==> src/rtl/lms_gear_adapt.sv <==
// LMS / sign-error LMS coefficient adapter for the NW-tap FSE FIR. Includes a two-gear
// step-size FSM (acquisition -> tracking), freeze/hold, update decimation and an update strobe.
module lms_gear_adapt #(
  parameter int unsigned NBX      = 8,
  parameter int unsigned NBFX     = 5,
  parameter int unsigned NBY      = 8,
  parameter int unsigned NBFY     = 5,
  parameter int unsigned NW       = 9,
  parameter int unsigned NBW      = 7,
  parameter int unsigned NBFW     = 5,
  parameter int unsigned NBMU     = 8,
  parameter int unsigned NBFMU    = 7,
  parameter int unsigned MU0      = 16,
  parameter int unsigned MU1      = 4,
  parameter int unsigned GEAR_CNT = 600,
  parameter int unsigned UPD_DIV  = 2
) (
  input  logic              clkA,
  input  logic              reset,
  input  logic              i_en,
  input  logic              i_d,
  input  logic [NBY-1:0]    i_y,
  input  logic [NBX-1:0]    i_x,
  input  logic              i_mode,
  input  logic              i_freeze,
  output logic [NW*NBW-1:0] o_coeff,
  output logic [1:0]        o_state,
  output logic              o_upd
);

  localparam int unsigned NBE    = NBY + 1;
  localparam int unsigned NBM    = NBX + NBMU + NBE;
  localparam int unsigned NBFM   = NBFX + NBFMU + NBFY;
  localparam int unsigned SH     = NBFM - NBFW;
  localparam int unsigned NBT    = NBM - SH;
  localparam int unsigned DIV_W  = (UPD_DIV > 1) ? $clog2(UPD_DIV) : 1;
  localparam int unsigned GEAR_W = $clog2(GEAR_CNT + 1);

  localparam logic signed [NBE-1:0]  E_ONE  = {{(NBE-NBFY-1){1'b0}}, 1'b1, {NBFY{1'b0}}};
  localparam logic [NBM-1:0]         W_ONE  = {{(NBM-NBFM-1){1'b0}}, 1'b1, {NBFM{1'b0}}};
  localparam logic signed [NBMU-1:0] MU_ACQ = NBMU'(MU0);
  localparam logic signed [NBMU-1:0] MU_TRK = NBMU'(MU1);
  localparam logic [DIV_W-1:0]       DIV_LAST  = DIV_W'(UPD_DIV - 1);
  localparam logic [GEAR_W-1:0]      GEAR_LAST = GEAR_W'(GEAR_CNT - 1);

  typedef enum logic [1:0] {
    StIdle  = 2'd0,
    StAcq   = 2'd1,
    StTrack = 2'd2,
    StHold  = 2'd3
  } state_e;

  state_e              state_q, state_d;
  state_e              ret_q, ret_d;
  logic [DIV_W-1:0]    div_q, div_d;
  logic [GEAR_W-1:0]   gear_q, gear_d;
  logic                upd, upd_q;
  logic [NBX-1:0]      x_q [NW];
  logic [NBX-1:0]      x_d [NW];
  logic [NBM-1:0]      w_q [NW];
  logic [NBM-1:0]      w_d [NW];

  logic signed [NBE-1:0]  d_hat, y_ext, e_raw, e_sel;
  logic signed [NBMU-1:0] mu;
  logic signed [NBM-1:0]  mu_ext, e_ext;
  logic signed [NBM-1:0]  mult [NW];

  // Saturating add: sum on NBM+1 bits, clamped back to NBM bits.
  function automatic logic [NBM-1:0] sat_add(input logic [NBM-1:0] a, input logic [NBM-1:0] b);
    logic [NBM:0] s;
    s = {a[NBM-1], a} + {b[NBM-1], b};
    if (s[NBM] != s[NBM-1]) begin
      sat_add = s[NBM] ? {1'b1, {(NBM-1){1'b0}}} : {1'b0, {(NBM-1){1'b1}}};
    end else begin
      sat_add = s[NBM-1:0];
    end
  endfunction

  // Takes the already-truncated accumulator and saturates it to NBW bits.
  function automatic logic [NBW-1:0] coeff_out(input logic [NBT-1:0] t);
    if (&t[NBT-1:NBW-1] || ~|t[NBT-1:NBW-1]) begin
      coeff_out = t[NBW-1:0];
    end else if (t[NBT-1]) begin
      coeff_out = {1'b1, {(NBW-1){1'b0}}};
    end else begin
      coeff_out = {1'b0, {(NBW-1){1'b1}}};
    end
  endfunction

  // Error, step size and per-tap correction terms.
  always_comb begin
    d_hat = i_d ? E_ONE : -E_ONE;
    y_ext = {i_y[NBY-1], i_y};
    e_raw = d_hat - y_ext;
    e_sel = e_raw;
    if (i_mode) begin
      if (e_raw == '0) begin
        e_sel = '0;
      end else if (e_raw[NBE-1]) begin
        e_sel = -E_ONE;
      end else begin
        e_sel = E_ONE;
      end
    end
    mu     = (state_q == StTrack) ? MU_TRK : MU_ACQ;
    mu_ext = {{(NBM-NBMU){mu[NBMU-1]}}, mu};
    e_ext  = {{(NBM-NBE){e_sel[NBE-1]}}, e_sel};
    for (int i = 0; i < NW; i++) begin
      // Operands are sign-extended to NBM bits, so the low NBM product bits are exact.
      mult[i] = mu_ext * e_ext * $signed({{(NBM-NBX){x_q[i][NBX-1]}}, x_q[i]});
    end
  end

  // Gear FSM, decimation counter and update decision.
  always_comb begin
    state_d = state_q;
    ret_d   = ret_q;
    div_d   = div_q;
    gear_d  = gear_q;
    upd     = 1'b0;
    if (i_en) begin
      unique case (state_q)
        StIdle: begin
          if (!i_freeze) begin
            state_d = StAcq;
          end
        end
        StAcq, StTrack: begin
          if (i_freeze) begin
            state_d = StHold;
            ret_d   = state_q;
          end else begin
            div_d = (div_q == DIV_LAST) ? '0 : div_q + 1'b1;
            if (div_q == DIV_LAST) begin
              upd = 1'b1;
              if (state_q == StAcq) begin
                gear_d = gear_q + 1'b1;
                if (gear_q == GEAR_LAST) begin
                  state_d = StTrack;
                end
              end
            end
          end
        end
        StHold: begin
          if (!i_freeze) begin
            state_d = ret_q;
            div_d   = '0;
          end
        end
        default: state_d = StIdle;
      endcase
    end
  end

  // Delay line and coefficient accumulators; the update uses the pre-shift delay line.
  always_comb begin
    for (int i = 0; i < NW; i++) begin
      x_d[i] = x_q[i];
      w_d[i] = w_q[i];
    end
    if (i_en) begin
      x_d[0] = i_x;
      for (int i = 1; i < NW; i++) begin
        x_d[i] = x_q[i-1];
      end
    end
    if (upd) begin
      for (int i = 0; i < NW; i++) begin
        w_d[i] = sat_add(w_q[i], mult[i]);
      end
    end
  end

  always_ff @(posedge clkA) begin
    if (!reset) begin
      state_q <= StIdle;
      ret_q   <= StAcq;
      div_q   <= '0;
      gear_q  <= '0;
      upd_q   <= 1'b0;
      for (int i = 0; i < NW; i++) begin
        x_q[i] <= '0;
        w_q[i] <= (i == NW / 2) ? W_ONE : '0;
      end
    end else begin
      state_q <= state_d;
      ret_q   <= ret_d;
      div_q   <= div_d;
      gear_q  <= gear_d;
      upd_q   <= upd;
      for (int i = 0; i < NW; i++) begin
        x_q[i] <= x_d[i];
        w_q[i] <= w_d[i];
      end
    end
  end

  always_comb begin
    o_coeff = '0;
    for (int h = 0; h < NW; h++) begin
      o_coeff[h*NBW +: NBW] = coeff_out(w_q[h][NBM-1:SH]);
    end
  end

  assign o_state = state_q;
  assign o_upd   = upd_q;

endmodule
==> config.mk <==
export PLATFORM = sky130hd
export DESIGN_NAME = lms_gear_adapt
export DESIGN_NICKNAME = d
export VERILOG_FILES = /design/src/rtl/lms_gear_adapt.sv
export SDC_FILE = /design/constraint.sdc
export NUM_CORES = 2
export LEC_CHECK = 0
export CAP_MARGIN = 20
export CORE_AREA = 3 3 343 345
export CTS_CLUSTER_DIAMETER = 60
export DETAILED_ROUTE_END_ITERATION = 6
export DIE_AREA = 0 0 346 348
export GPL_TIMING_DRIVEN = 0
export PLACE_DENSITY = 0.66
export RECOVER_POWER = 25
export SYNTH_ARGS = -nofsm -noshare
export SYNTH_HDL_FRONTEND = slang
export SYNTH_SLANG_ARGS = --single-unit
==> constraint.sdc <==
create_clock -name clkA -period 12.35 [get_ports clkA]
set_clock_uncertainty 0.2 [all_clocks]
set_input_delay 1.8525 -clock clkA [delete_from_list [all_inputs] [get_ports clkA]]
set_output_delay 1.8525 -clock clkA [all_outputs]
set_load 0.1 [all_outputs]
==> impl_metrics.csv <==
group,metric,value,unit
global_routing,grt_pass1_wl,283,mm
clock_tree,cts_tree,"built",
worst_setup_path,ff2ff_path_depth,29,
floorplanning,core.rowCount,124,
floorplanning,dieWidth,346,um
worst_setup_path,r2r-start,"o_state[0]",
worst_setup_path,required,12.68,ns
placement,place_inst,7948,
logic_synthesis,synthTopCellsByArea,"fa_1, ha_1, dfxtp_1, inv_1, and2_1",
global_routing,grt_overflow,0,
worst_setup_path,crit_fanout,10,
logic_synthesis,synthTopCellsByCount,"inv_1, fa_1, ha_1",
logic_synthesis,synthArstFlopShare,0,%
timing,rsz0062_at_grt,"false",
logic_synthesis,synth-edff-count,0,
global_routing,grt_antenna_before_repair,25,
flow_run,drv_cap,0,
logic_synthesis,yosysSeqAreaShare,10.3,%
worst_hold_path,hold_class,"flop to flop",
status,run_status,"completed",
power_and_ir_drop,power,4.18,mW
floorplanning,io-pin-count,88,
worst_hold_path,holdPathEnd,"gear_q[1]",
floorplanning,coreArea,115000,um^2
global_routing,grt.total_usage,31.1,%
finish,fill_cells,10600,
worst_setup_path,r2r-end,"w_q[0][10]",
timing,setup_violations,0,
worst_setup_path,reg2reg_slack,2.29,ns
clock_tree,ctsHoldBuffers,0,
floorplanning,die_area,120000,um^2
clock_tree,clk_path_buf_depth,3,
logic_synthesis,synth_flop_cell,"dfxtp_1",
placement,gp_congestion,0.982,
worst_setup_path,cp-end-kind,"flop",
placement,portBuffers,86,
timing,fmax,0.0840,GHz
finish,drive_above_1_share,3.56,%
timing,post-route-period-util,96.3,%
routing,drc,0,
worst_hold_path,worstHoldStart,"gear_q[1]",
power_and_ir_drop,ir_worst_vdd,107,uV
logic_synthesis,ys_seq_elements,295,
global_routing,grt_max_degree,14,
finish,layout.nets,8104,
timing,whs,0.279,ns
worst_hold_path,min_delay_path_depth,2,
finish,final_cells,8049,
power_and_ir_drop,p_per_area,67.1,nW/um^2
logic_synthesis,synth_warnings,0,
floorplanning,initial_core_util,50.1,%
clock_tree,clk_latency,0.64,ns
routing,drt_iter0_drc,4617,
clock_tree,path_clk_slew,0.06,ns
worst_setup_path,path_common_cell,"ha_1",
routing,drt-total-wl,185,mm
worst_setup_path,crit_type,"input pin to flop",
finish,area_growth,8.70,%
placement,hpwl,150,mm
routing,vias_per_cell,5.73,
global_routing,grt_pass1_vias,46500,
timing,maxSlewHeadroom,10.5,%
power_and_ir_drop,p_leak,31.1,nW
timing,period_minus_slack,11.90,ns
routing,routedWlPerCell,23.0,um
clock_tree,root_buffer,"clkbuf_16",
clock_tree,h-tree-depth,2,
worst_setup_path,cp_data_arrival_time,12.23,ns
logic_synthesis,avgSynthCellArea,9.09,um^2
worst_setup_path,start_kind,"input pin",
timing,worst_slew_pin_slew,1.34,ns
timing,finalHoldViolCount,0,
routing,antenna_left,0,
timing,drv_slew,0,
floorplanning,die_h,348,um
worst_setup_path,crit_slowest_cell,"clkbuf_1",
logic_synthesis,ys_types,98,
logic_synthesis,synth_top_area_share,38.1,%
finish,post-route-util,54.4,%
worst_setup_path,cp_slowest_stage_delay,0.85,ns
routing,first_pass_iters,5,
logic_synthesis,syn-instance-count,6309,
clock_tree,clock_sink_count,295,
logic_synthesis,synth.cell_area,57300,um^2
logic_synthesis,yosys.area.top_type,"fa_1",
logic_synthesis,synth_most_common_cell,"inv_1",
clock_tree,numCtsBuffers,43,
routing,vias,46100,
[layout by cell type (no fill, tap or decap), drive strengths merged, types with 32 or more instances in the layout]
cell / synthesis / final
a211oi: 32 / 32
a21o: 62 / 62
a21oi: 365 / 365
a221oi: 48 / 48
and2: 411 / 411
and3: 105 / 105
buf: 27 / 66
clkbuf: 307 / 363
clkdlybuf4s50: 0 / 82
dfxtp: 295 / 295
fa: 1091 / 1091
ha: 502 / 502
inv: 1120 / 1128
maj3: 87 / 87
mux2i: 87 / 87
nand2: 488 / 488
nand2b: 36 / 36
nand3: 50 / 50
nor2: 309 / 309
nor3: 49 / 49
o21ai: 303 / 303
xnor2: 130 / 130
xor2: 77 / 77
[cell families (layout without fill, tap and decap cells)]
group / after synthesis / after routing / synth area share (%)
other cells: 1 / 25 / 0.00654
fa+ha+maj: 1680 / 1680 / 50.6
xor+xnor: 207 / 207 / 3.20
simple gates: 1554 / 1554 / 13.4
mux: 100 / 100 / 1.77
compound gates: 1009 / 1009 / 11.0
flops: 295 / 295 / 10.3
buf+inv: 1463 / 1667 / 9.67
[cell type report]
type                    instances  area (um^2)  area share (%)
diodes                         16         40.0          0.0642
plain buffers                 334         1330            2.13
clock buffers                  54         1220            1.96
clock inverters                23          295           0.474
inverters                    1129         4240            6.80
multi-input cells            4559        45900            73.7
flip-flops and latches        295         5910            9.47
well taps                    1512         1890            3.04
repair buffers                127         1480            2.38
[through the flow]
step | setup WS [ns] | setup TNS [ns] | area, um^2
after global placement | -0.584 | -52.77 | 60100
after global routing | 0.185 | 0 | 62300
after CTS | 0.504 | 0 | 62200
after detailed placement | -0.131 | -4.07 | 60700
after floorplan | 2.82 | 0 | 57400
final | 0.451 | 0 | 62300
[worst max-delay path, delay by kind of cell]
| kind | cells | cell delay, ns |
|---|---|---|
| buffers and inverters | 10 | 4.10 |
| adders and majority gates | 9 | 3.28 |
| AOI/OAI and AO/OA | 8 | 2.00 |
| xor gates and xnor gates | 1 | 0.51 |
| and+or+nand+nor | 2 | 0.32 |
| muxes | 1 | 0.15 |
[sequential cells by signal, indices dropped and copies added, names as in the netlist]
register  cells
div_q         1
gear_q       10
o_state       2
o_upd         1
ret_q         2
w_q         207
x_q          72
[power breakdown]
part / switching, mW / total [mW] / internal [mW] / leakage [nW]
Clock: 0.555 / 1.37 / 0.812 / 0.727
Sequential: 0.0133 / 0.972 / 0.958 / 2.38
Combinational: 1.33 / 1.85 / 0.513 / 28.0
Total: 1.90 / 4.18 / 2.28 / 31.1
[worst max-delay path by stage]
stage,from,to,slack [ns],cells after the start
floorplan,i_y[0],w_q[0][33],2.82,34
global placement,i_y[0],w_q[0][130],-0.58,29
detailed placement,i_y[0],w_q[0][131],-0.13,30
CTS,i_y[0],w_q[0][79],0.50,33
global route,i_y[0],w_q[0][82],0.19,35
finish,i_y[0],w_q[0][10],0.45,31
[layer usage]
layer	vias up	part of all wire [%]	GRT usage (%)
li1	20400	-	-
met5	-	0.033	0
met1	23100	40	41.7
met2	2188	43	46.8
met4	10	5.5	14.5
met3	444	12	9.03
[timing repair]
action,in CTS,in global routing
buffers inserted,0,0
resized for setup,0,7
setup endpoints to repair,0,87
Note: power is estimated with default switching activity, not from simulation.
